--- config.mk ---
export PLATFORM = sky130hd
export DESIGN_NAME = mdu_responder_flat
export DESIGN_NICKNAME = d
export VERILOG_FILES = /design/src/rtl/mdu_responder_if.sv /design/src/rtl/mdu_responder.sv /design/src/flat_wrapper.sv
export SDC_FILE = /design/constraint.sdc
export NUM_CORES = 1
export LEC_CHECK = 0
export CAP_MARGIN = 20
export CELL_PAD_IN_SITES_DETAIL_PLACEMENT = 1
export CELL_PAD_IN_SITES_GLOBAL_PLACEMENT = 1
export CORE_ASPECT_RATIO = 0.6
export CORE_MARGIN = 4
export CORE_UTILIZATION = 23
export DETAILED_ROUTE_END_ITERATION = 8
export DONT_BUFFER_PORTS = 1
export PLACE_DENSITY_LB_ADDON = 0.08
export SLEW_MARGIN = 20
export SYNTH_ARGS = -nofsm -noshare
export SYNTH_HDL_FRONTEND = slang
export SYNTH_SLANG_ARGS = --single-unit
--- constraint.sdc ---
create_clock -name clk -period 13.4 [get_ports clk]
set_input_delay 2.68 -clock clk [delete_from_list [all_inputs] [get_ports clk]]
set_output_delay 2.68 -clock clk [all_outputs]
set_load 0.005 [all_outputs]
--- src/rtl/mdu_responder_if.sv ---
// Bus between the multicycle control unit (master) and the multiply/divide unit (slave).
// Carries the start/busy/done handshake, the operands, the MTHI/MTLO write port and the HI/LO results.
interface mdu_responder_if #(
   parameter int WIDTH = 32
);
   // Handshake: the master pulses start for one cycle while busy==0.
   // The slave raises busy on the next cycle and holds it through the whole operation.
   // It then pulses done for one cycle, and hi/lo hold the result in that cycle.
   // A start pulse seen while busy==1 is dropped. A start pulse in the done cycle is accepted.
   logic             start;
   logic [1:0]       op;
   logic [WIDTH-1:0] rs_val;
   logic [WIDTH-1:0] rt_val;
   logic             hi_we;
   logic             lo_we;
   logic [WIDTH-1:0] wdata;
   logic             busy;
   logic             done;
   logic [WIDTH-1:0] hi;
   logic [WIDTH-1:0] lo;
   logic             dz_err;

   modport master (
      output start, op, rs_val, rt_val, hi_we, lo_we, wdata,
      input  busy, done, hi, lo, dz_err
   );

   modport slave (
      input  start, op, rs_val, rt_val, hi_we, lo_we, wdata,
      output busy, done, hi, lo, dz_err
   );
endinterface

--- src/rtl/mdu_responder.sv ---
// Iterative 1-bit-per-cycle multiply (shift-add) / restoring divide unit owning the HI/LO pair.
// Optional macro MDU_DIVZERO_EN: divide by zero finishes early with dz_err instead of running the algorithm.
module mdu_responder #(
   parameter int WIDTH = 32
) (
   input  logic               clk,
   input  logic               rst,
   mdu_responder_if.slave     bus,
   output logic [2:0]         o_dbg_state
);
   localparam int CW = $clog2(WIDTH);

   typedef enum logic [2:0] {
      S_IDLE = 3'd0,
      S_PREP = 3'd1,
      S_CALC = 3'd2,
      S_FIX  = 3'd3,
      S_DONE = 3'd4
   } state_t;

   state_t             r_state;
   logic [1:0]         r_op;
   logic [WIDTH-1:0]   r_a;
   logic [WIDTH-1:0]   r_b;
   logic [2*WIDTH-1:0] r_acc;
   logic [CW-1:0]      r_cnt;
   logic               r_neg_q;
   logic               r_neg_r;
   logic               r_busy;
   logic               r_done;
   logic [WIDTH-1:0]   r_hi;
   logic [WIDTH-1:0]   r_lo;
`ifdef MDU_DIVZERO_EN
   logic               r_dz;
   logic               w_div_zero;
`endif

   logic               w_signed;
   logic               w_is_div;
   logic               w_a_neg;
   logic               w_b_neg;
   logic [WIDTH-1:0]   w_a_mag;
   logic [WIDTH-1:0]   w_b_mag;
   logic [WIDTH:0]     w_mul_sum;
   logic [WIDTH:0]     w_div_shift;
   logic               w_div_ge;
   logic [WIDTH-1:0]   w_div_rem;
   logic [2*WIDTH-1:0] w_prod;
   logic [WIDTH-1:0]   w_quot;
   logic [WIDTH-1:0]   w_rem;

   always_comb begin
      w_signed    = ~r_op[0];
      w_is_div    = r_op[1];
      w_a_neg     = w_signed & r_a[WIDTH-1];
      w_b_neg     = w_signed & r_b[WIDTH-1];
      w_a_mag     = w_a_neg ? -r_a : r_a;
      w_b_mag     = w_b_neg ? -r_b : r_b;
      // Multiply: accumulator is {partial product, remaining multiplier bits}.
      w_mul_sum   = {1'b0, r_acc[2*WIDTH-1:WIDTH]} + {1'b0, (r_acc[0] ? r_b : {WIDTH{1'b0}})};
      // Divide: accumulator is {remainder, dividend bits shifting out / quotient bits shifting in}.
      w_div_shift = {r_acc[2*WIDTH-1:WIDTH], r_acc[WIDTH-1]};
      w_div_ge    = w_div_shift >= {1'b0, r_b};
      w_div_rem   = w_div_shift[WIDTH-1:0] - (w_div_ge ? r_b : {WIDTH{1'b0}});
      w_prod      = r_neg_q ? -r_acc : r_acc;
      w_quot      = r_neg_q ? -r_acc[WIDTH-1:0] : r_acc[WIDTH-1:0];
      w_rem       = r_neg_r ? -r_acc[2*WIDTH-1:WIDTH] : r_acc[2*WIDTH-1:WIDTH];
`ifdef MDU_DIVZERO_EN
      w_div_zero  = w_is_div && (r_b == {WIDTH{1'b0}});
`endif
   end

   always_ff @(posedge clk or posedge rst) begin
      if (rst) begin
         r_state <= S_IDLE;
         r_op    <= 2'b00;
         r_a     <= '0;
         r_b     <= '0;
         r_acc   <= '0;
         r_cnt   <= '0;
         r_neg_q <= 1'b0;
         r_neg_r <= 1'b0;
         r_busy  <= 1'b0;
         r_done  <= 1'b0;
         r_hi    <= '0;
         r_lo    <= '0;
`ifdef MDU_DIVZERO_EN
         r_dz    <= 1'b0;
`endif
      end else begin
         r_done <= 1'b0;
`ifdef MDU_DIVZERO_EN
         r_dz   <= 1'b0;
`endif
         case (r_state)
            S_IDLE, S_DONE: begin
               // MTHI/MTLO land even when a start is accepted on the same edge.
               if (bus.hi_we) r_hi <= bus.wdata;
               if (bus.lo_we) r_lo <= bus.wdata;
               if (bus.start) begin
                  r_op    <= bus.op;
                  r_a     <= bus.rs_val;
                  r_b     <= bus.rt_val;
                  r_busy  <= 1'b1;
                  r_state <= S_PREP;
               end else begin
                  r_state <= S_IDLE;
               end
            end
            S_PREP: begin
               r_neg_q <= w_a_neg ^ w_b_neg;
               r_neg_r <= w_a_neg;
               r_b     <= w_b_mag;
               r_acc   <= {{WIDTH{1'b0}}, w_a_mag};
               r_cnt   <= CW'(WIDTH - 1);
               r_state <= S_CALC;
`ifdef MDU_DIVZERO_EN
               if (w_div_zero) begin
                  r_busy  <= 1'b0;
                  r_done  <= 1'b1;
                  r_dz    <= 1'b1;
                  r_state <= S_DONE;
               end
`endif
            end
            S_CALC: begin
               if (w_is_div) r_acc <= {w_div_rem, r_acc[WIDTH-2:0], w_div_ge};
               else          r_acc <= {w_mul_sum, r_acc[WIDTH-1:1]};
               if (r_cnt == '0) r_state <= S_FIX;
               else             r_cnt   <= r_cnt - CW'(1);
            end
            S_FIX: begin
               if (w_is_div) begin
                  r_hi <= w_rem;
                  r_lo <= w_quot;
               end else begin
                  r_hi <= w_prod[2*WIDTH-1:WIDTH];
                  r_lo <= w_prod[WIDTH-1:0];
               end
               r_busy  <= 1'b0;
               r_done  <= 1'b1;
               r_state <= S_DONE;
            end
            default: r_state <= S_IDLE;
         endcase
      end
   end

   assign bus.busy    = r_busy;
   assign bus.done    = r_done;
   assign bus.hi      = r_hi;
   assign bus.lo      = r_lo;
`ifdef MDU_DIVZERO_EN
   assign bus.dz_err  = r_dz;
`else
   assign bus.dz_err  = 1'b0;
`endif
   assign o_dbg_state = r_state;
endmodule

--- src/flat_wrapper.sv ---
// flat-port wrapper written by rule: the top's interface ports become plain ports
module mdu_responder_flat 
#(
   parameter int WIDTH = 32
)
  (clk, rst, o_dbg_state, bus_start, bus_op, bus_rs_val, bus_rt_val, bus_hi_we, bus_lo_we, bus_wdata, bus_busy, bus_done, bus_hi, bus_lo, bus_dz_err);
  mdu_responder_if #(.WIDTH(WIDTH)) bus_i ();
  input  logic clk;
  input  logic rst;
  output logic [2:0] o_dbg_state;
  input wire logic [$bits(bus_i.start)-1:0] bus_start;
  input wire logic [$bits(bus_i.op)-1:0] bus_op;
  input wire logic [$bits(bus_i.rs_val)-1:0] bus_rs_val;
  input wire logic [$bits(bus_i.rt_val)-1:0] bus_rt_val;
  input wire logic [$bits(bus_i.hi_we)-1:0] bus_hi_we;
  input wire logic [$bits(bus_i.lo_we)-1:0] bus_lo_we;
  input wire logic [$bits(bus_i.wdata)-1:0] bus_wdata;
  output wire logic [$bits(bus_i.busy)-1:0] bus_busy;
  output wire logic [$bits(bus_i.done)-1:0] bus_done;
  output wire logic [$bits(bus_i.hi)-1:0] bus_hi;
  output wire logic [$bits(bus_i.lo)-1:0] bus_lo;
  output wire logic [$bits(bus_i.dz_err)-1:0] bus_dz_err;
  assign bus_i.start = bus_start;
  assign bus_i.op = bus_op;
  assign bus_i.rs_val = bus_rs_val;
  assign bus_i.rt_val = bus_rt_val;
  assign bus_i.hi_we = bus_hi_we;
  assign bus_i.lo_we = bus_lo_we;
  assign bus_i.wdata = bus_wdata;
  assign bus_busy = bus_i.busy;
  assign bus_done = bus_i.done;
  assign bus_hi = bus_i.hi;
  assign bus_lo = bus_i.lo;
  assign bus_dz_err = bus_i.dz_err;
  mdu_responder #(.WIDTH(WIDTH)) u_core (.clk(clk), .rst(rst), .bus(bus_i), .o_dbg_state(o_dbg_state));
endmodule
# [Word-level counts from Yosys, hierarchy flattened]
# Cells that the tools add are included.
[totals] wordCells=72 ff_bits=206 out_inout_bits=70
[op_classes] n_lt_le_gt_ge=1 eq_ne=10 n_mux=25 n_bitwise=4 reduce_logical=12 n_addsub=8
[ops] op="32-bit 2-to-1 mux" count=11
[ops] op="32-bit case mux with 2 select lines" count=3
[ops] op="64-bit 2-to-1 mux" count=2
[ops] op="32-bit negator" count=4
[ops] op="64-bit case mux with 2 select lines" count=1
[ops] op="64-bit negator" count=1
[ops] op="32-bit by 32-bit adder with 33-bit output" count=1
[ops] op="33-bit by 32-bit greater-or-equal comparator with 1-bit output" count=1
[ops] op="32-bit subtractor" count=1
[ops] op="3-bit case mux with 4 select lines" count=1
[ops] op="5-bit case mux with 2 select lines" count=1
[ops] op="2-bit AND reduction" count=5
[ops] op="2-bit inequality test, second input constant" count=4
[ops] op="3-bit by 2-bit == test with 1-bit output, second input constant" count=2
[ops] op="2-bit nonzero test" count=3
[ops] op="5-bit logical NOT" count=1
[ops] op="5-bit 2-to-1 mux" count=1
[ops] op="5-bit by 1-bit subtractor with 5-bit output, second input constant" count=1
[ops] op="2-bit by 1-bit inequality test with 1-bit output, second input constant" count=2
[ops] op="3-bit by 1-bit == test with 1-bit output, second input constant" count=1
[ops] op="3-bit == test, second input constant" count=1
[ops] op="3-bit logical NOT" count=1
[ops] op="1-bit 2-to-1 mux" count=3
[ops] op="3-bit 2-to-1 mux" count=1
[ops] op="other kinds (6)" count=7

# [Depth between registers and ports, before layout]
[depth] ltp_word=5 depth_mapped=21

# [Least setup slack after synthesis]
# Ideal clock, no wire load.
[synth_timing] path_type="register to register" startpoint="register u_core.r_b[12]" endpoint="register u_core.r_acc[57]" arrival_ps=4324 stages_incl_launch_ff=20 required_ps=13274 slack_ps=8950 path_cell_list="dfrtp_1 -> clkbuf_1 -> inv_1 -> ha_1 -> nand4_1 -> a2111oi_0 -> a2111oi_0 -> o2111ai_1 -> clkbuf_1 -> nand2_1 -> ha_1 -> a21o_1 -> nor2_1 -> a21oi_1 -> o2111ai_1 -> a21boi_0 -> a221o_1 -> a21o_1 -> xor2_1 -> a221o_1"
[synth_between] elab_chain_cells=5 word_cells_on_any_way=7
[synth_rtl] item="start, declared" line="mdu_responder.sv:24" text="logic [WIDTH-1:0] r_b;"
[synth_rtl] item="start signal, assigned" line="mdu_responder.sv:103" text="r_b <= bus.rt_val;"
[synth_rtl] item="start signal, assigned" line="mdu_responder.sv:113" text="r_b <= w_b_mag;"
[synth_rtl] item="33-bit by 32-bit greater-or-equal comparator with 1-bit output" line="mdu_responder.sv:63" text="w_div_ge = w_div_shift >= {1'b0, r_b};"
[synth_rtl] item="32-bit 2-to-1 mux" line="mdu_responder.sv:64" text="w_div_rem = w_div_shift[WIDTH-1:0] - (w_div_ge ? r_b : {WIDTH{1'b0}});"
[synth_rtl] item="32-bit subtractor" line="mdu_responder.sv:64"
[synth_rtl] item="64-bit 2-to-1 mux *" line="mdu_responder.sv:127" text="if (w_is_div) r_acc <= {w_div_rem, r_acc[WIDTH-2:0], w_div_ge};"
[synth_rtl] item="64-bit case mux with 2 select lines *" line="mdu_responder.sv:95" text="case (r_state)"
[synth_rtl] item="end signal, assigned" line="mdu_responder.sv:114" text="r_acc <= {{WIDTH{1'b0}}, w_a_mag};"
[synth_rtl] item="end signal, assigned" line="mdu_responder.sv:127"
[synth_rtl] item="end signal, assigned" line="mdu_responder.sv:128" text="else r_acc <= {w_mul_sum, r_acc[WIDTH-1:1]};"
[synth_rtl] item="end, declared" line="mdu_responder.sv:25" text="logic [2*WIDTH-1:0] r_acc;"
# Mark *: on every way between the ends. The rest lies on a longest branch, timed or not.
# A chain may end at the register's enable or synchronous reset.

# [Final worst setup path]
[layout_timing] startpoint="register u_core.r_acc[31]" endpoint="register u_core.r_acc[57]"
[layout_between] elab_chain_cells=5
[layout_rtl] item="33-bit by 32-bit greater-or-equal comparator with 1-bit output" line="mdu_responder.sv:63"
[layout_rtl] item="32-bit 2-to-1 mux" line="mdu_responder.sv:64"
[layout_rtl] item="32-bit subtractor *" line="mdu_responder.sv:64"
[layout_rtl] item="64-bit 2-to-1 mux *" line="mdu_responder.sv:127"
[layout_rtl] item="64-bit case mux with 2 select lines *" line="mdu_responder.sv:95"
# Marks and branches as above.

==> results.cfg <==
[status]
status = complete, no violations

[synthesis]
synth-main-ff-cell = dfrtp_1
syn_inst = 1887
yosysWarnings = 0
seq_area_frac_synth = 0.325
synthArstFlopShare = 1.00
ys_ff_latch = 206
synth_edf_count = 0
syn_area_mm2 = 0.0159
syn_nets = 2101
syn_avg_cell_area_um2 = 8.42
ys_types = 73

[pwr]
power.share.clock = 0.142
finalPower_mw = 5.44
power_density_mw_per_mm2 = 307
seqPwrFrac = 0.265
leakage_nw = 7.23
ir_drop_v = 0.000141
p_switching_mw = 2.79
p_int_mw = 2.65
switching_share = 0.514
p_comb_frac = 0.594

[timing]
finalHoldViolations = 0
fin_crit_ps = 6010
worst_slack_ps = 7390
max_freq_ghz = 0.166
whs_ps = 510
worst_pin_slew_ps = 1070
slew_violations = 0
post-route-period-util = 0.449
final.setup.tns_ps = 0
rsz0062_at_grt = false
setup_viol = 0
slew_headroom = 0.283
skew_ps = 22.5

[worst_setup_path]
crit_path_max_incr_delay_ps = 490
critical_path_arrival_ps = 6480
worstPathCellList = inv_1 > ha_1 > nand2b_1 > a211oi_1 > o21ai_0 > a2111oi_0 > buf_4 > o2111ai_2 > buf_4 > nand2_1 > ha_1 > o21ai_0 > a211o_1 > a21oi_1 > o2111ai_1 > a21boi_0 > a221o_1 > a21o_1 > xor2_1 > a221o_1
r2r_start = u_core.r_acc[31]
path_class = reg -> reg
crit_slowest_cell = a2111oi_0
startpoint_type = flop
critPathBufInv = 3
critPathTopFamily = compound AO/OA/AOI/OAI gates
crit_path_end_kind = flop
startpoint = u_core.r_acc[31]
crit_fanout = 23
crit_required_ps = 13870

[drt]
antenna_left = 0
wl_per_cell_um = 24.2
drcViolationCount = 0
drtPass1Iterations = 5
finalWirelength_um = 66900
viasPerCell = 5.19
vias = 14300
first_iter_violations = 899

[floorplan]
row_count = 74
die-area_mm2 = 0.0735
num_io_pins = 173
die_h_um = 212
coreArea_mm2 = 0.0682
start_util = 0.233
die_x_um = 347

[cts]
cts_tree = yes
clock_latency_ps = 580
post-cts-setup-buffers = 0
cts_buffers = 26
htreeDepth = 1
root_buffer = clkbuf_16
post_cts_resized = 0
clk_pin_slew_ps = 70
postCtsHoldBufs = 0
cts_sinks = 206
cts.path.max_buffers = 3

[layout]
stdcell_count = 2762
finalNetCount = 2042
n_fill_cell = 7992
drive_gt1_frac = 0.0753
area_growth_pct = 11.6

[grt]
grtUsageTotal = 0.178
grt_max_degree = 117
antenna_found_initial = 0
grt_pass1_vias = 14600
grt_pass1_wl_um = 100000
overflow = 0

[place]
portBuffers = 0
place_ws_ps = 7430
place_congestion = 0.818
dpl.cell_count = 2712
dp_hpwl_um = 50900

[hold_path]
hold_start = u_core.bus.busy
holdCritPathClass = reg -> reg

[flow_run]
drv_cap = 0
power groups by stage:
stage	sequential [mW]	combinational, mW	clock, mW
floorplan	1.20	2.41	0
global placement	1.45	3.21	0
detailed placement	1.46	3.24	0
CTS	1.45	3.26	0.805
global route	1.50	3.63	0.825
finish	1.44	3.23	0.770
through the flow:
step                       util  instance area, um2
final                     0.260               17700
after global routing      0.260               17700
after CTS                 0.260               17700
after detailed placement  0.246               16800
after global placement    0.246               16800
after floorplan               -               15900
sequential cells by signal, summed over array words and instances (netlist names):
register / count
u_core.r_acc: 64
u_core.r_cnt: 5
u_core.bus.done: 1
u_core.r_a: 32
u_core.bus.busy: 1
u_core.r_b: 32
u_core.bus.hi: 32
u_core.r_neg_q: 1
u_core.o_dbg_state: 3
u_core.bus.lo: 32
u_core.r_neg_r: 1
u_core.r_op: 2
path summary, 6_finish.rpt:
path,end,slack [ps],depth (start not counted)
hold reg to reg,u_core.bus.busy,510,1
min in group asynchronous,u_core.bus.hi[9],2150,1
setup reg to reg,u_core.r_acc[57],7390,20
max in group asynchronous,u_core.r_op[1],9250,3
setup / recovery,u_core.r_acc[57],7390,20
hold / removal,u_core.bus.busy,510,1
Yosys cell counts (4+ instances only):
cell	instances	area, um2
and2_1	9	56.3
nand4_1	9	56.3
o311ai_0	4	35.0
nor2_1	124	465
nor3b_1	11	82.6
nand3_1	32	160
clkbuf_1	89	334
inv_1	57	214
o21a_1	8	60.1
a2111oi_0	4	35.0
nand2b_1	14	87.6
a211oi_1	24	180
o22ai_1	25	156
nand2_1	214	803
or4_4	5	56.3
mux2i_1	89	891
a22oi_1	22	165
a21oi_1	149	746
nor3_1	29	145
xnor2_1	72	631
mux2_2	32	360
o21ai_0	200	1000
ha_1	109	1360
and3_1	7	43.8
a21o_1	27	203
buf_1	17	63.8
o41ai_1	9	78.8
o211ai_1	35	263
or4_1	17	128
xor2_1	62	543
nor2b_1	22	138
o21bai_1	5	37.5
nor4_1	12	75.1
o21ai_1	4	20.0
a31oi_1	12	75.1
o31ai_1	19	143
a22o_1	4	35.0
or2_2	5	31.3
dfrtp_1	206	5150
or3_1	34	213
a31o_2	5	43.8
routing by layer:
metal / vias to the layer above / global-route usage / wire length, um
li1: 6734 / - / -
met1: 7338 / 0.282 / 35800
met2: 215 / 0.258 / 27500
met3: 44 / 0.0263 / 2710
met4: 0 / 0.0229 / 851
met5: - / 0 / 0
cell type report:
| type | count | area (um2) | share of cell area |
|---|---|---|---|
| Tap cell | 912 | 1140 | 0.0644 |
| Multi-Input combinational cell | 1515 | 10100 | 0.571 |
| Clock inverter | 15 | 166 | 0.00939 |
| Timing Repair Buffer | 22 | 165 | 0.00932 |
| Antenna cell | 3 | 7.51 | 0.000424 |
| Clock buffer | 32 | 734 | 0.0414 |
| Inverter | 57 | 224 | 0.0126 |
| Sequential cell | 206 | 5160 | 0.291 |
layout by cell type, fill, tap and decap left out, types with 29 or more instances in the layout:
cell,Yosys,routed
nor2_1,124,121
ha_1,109,109
mux2i_1,89,89
o211ai_1,35,35
inv_1,57,55
nand2_1,214,214
o21ai_0,200,200
xor2_1,62,62
a21oi_1,149,149
nor3_1,29,29
nand3_1,32,32
dfrtp_1,206,205
or3_1,34,34
mux2_2,32,32
xnor2_1,72,72
kinds of logic after synthesis:
logic type | synth area share
buffers and inverters | 0.0400
xor gates and xnor gates | 0.0739
muxes | 0.0788
adders and majority gates | 0.0884
AOI/OAI and AO/OA | 0.223
other | 0.000236
DFF | 0.325
and+or+nand+nor | 0.171
No activity file was read; power rests on OpenSTA's default activity.
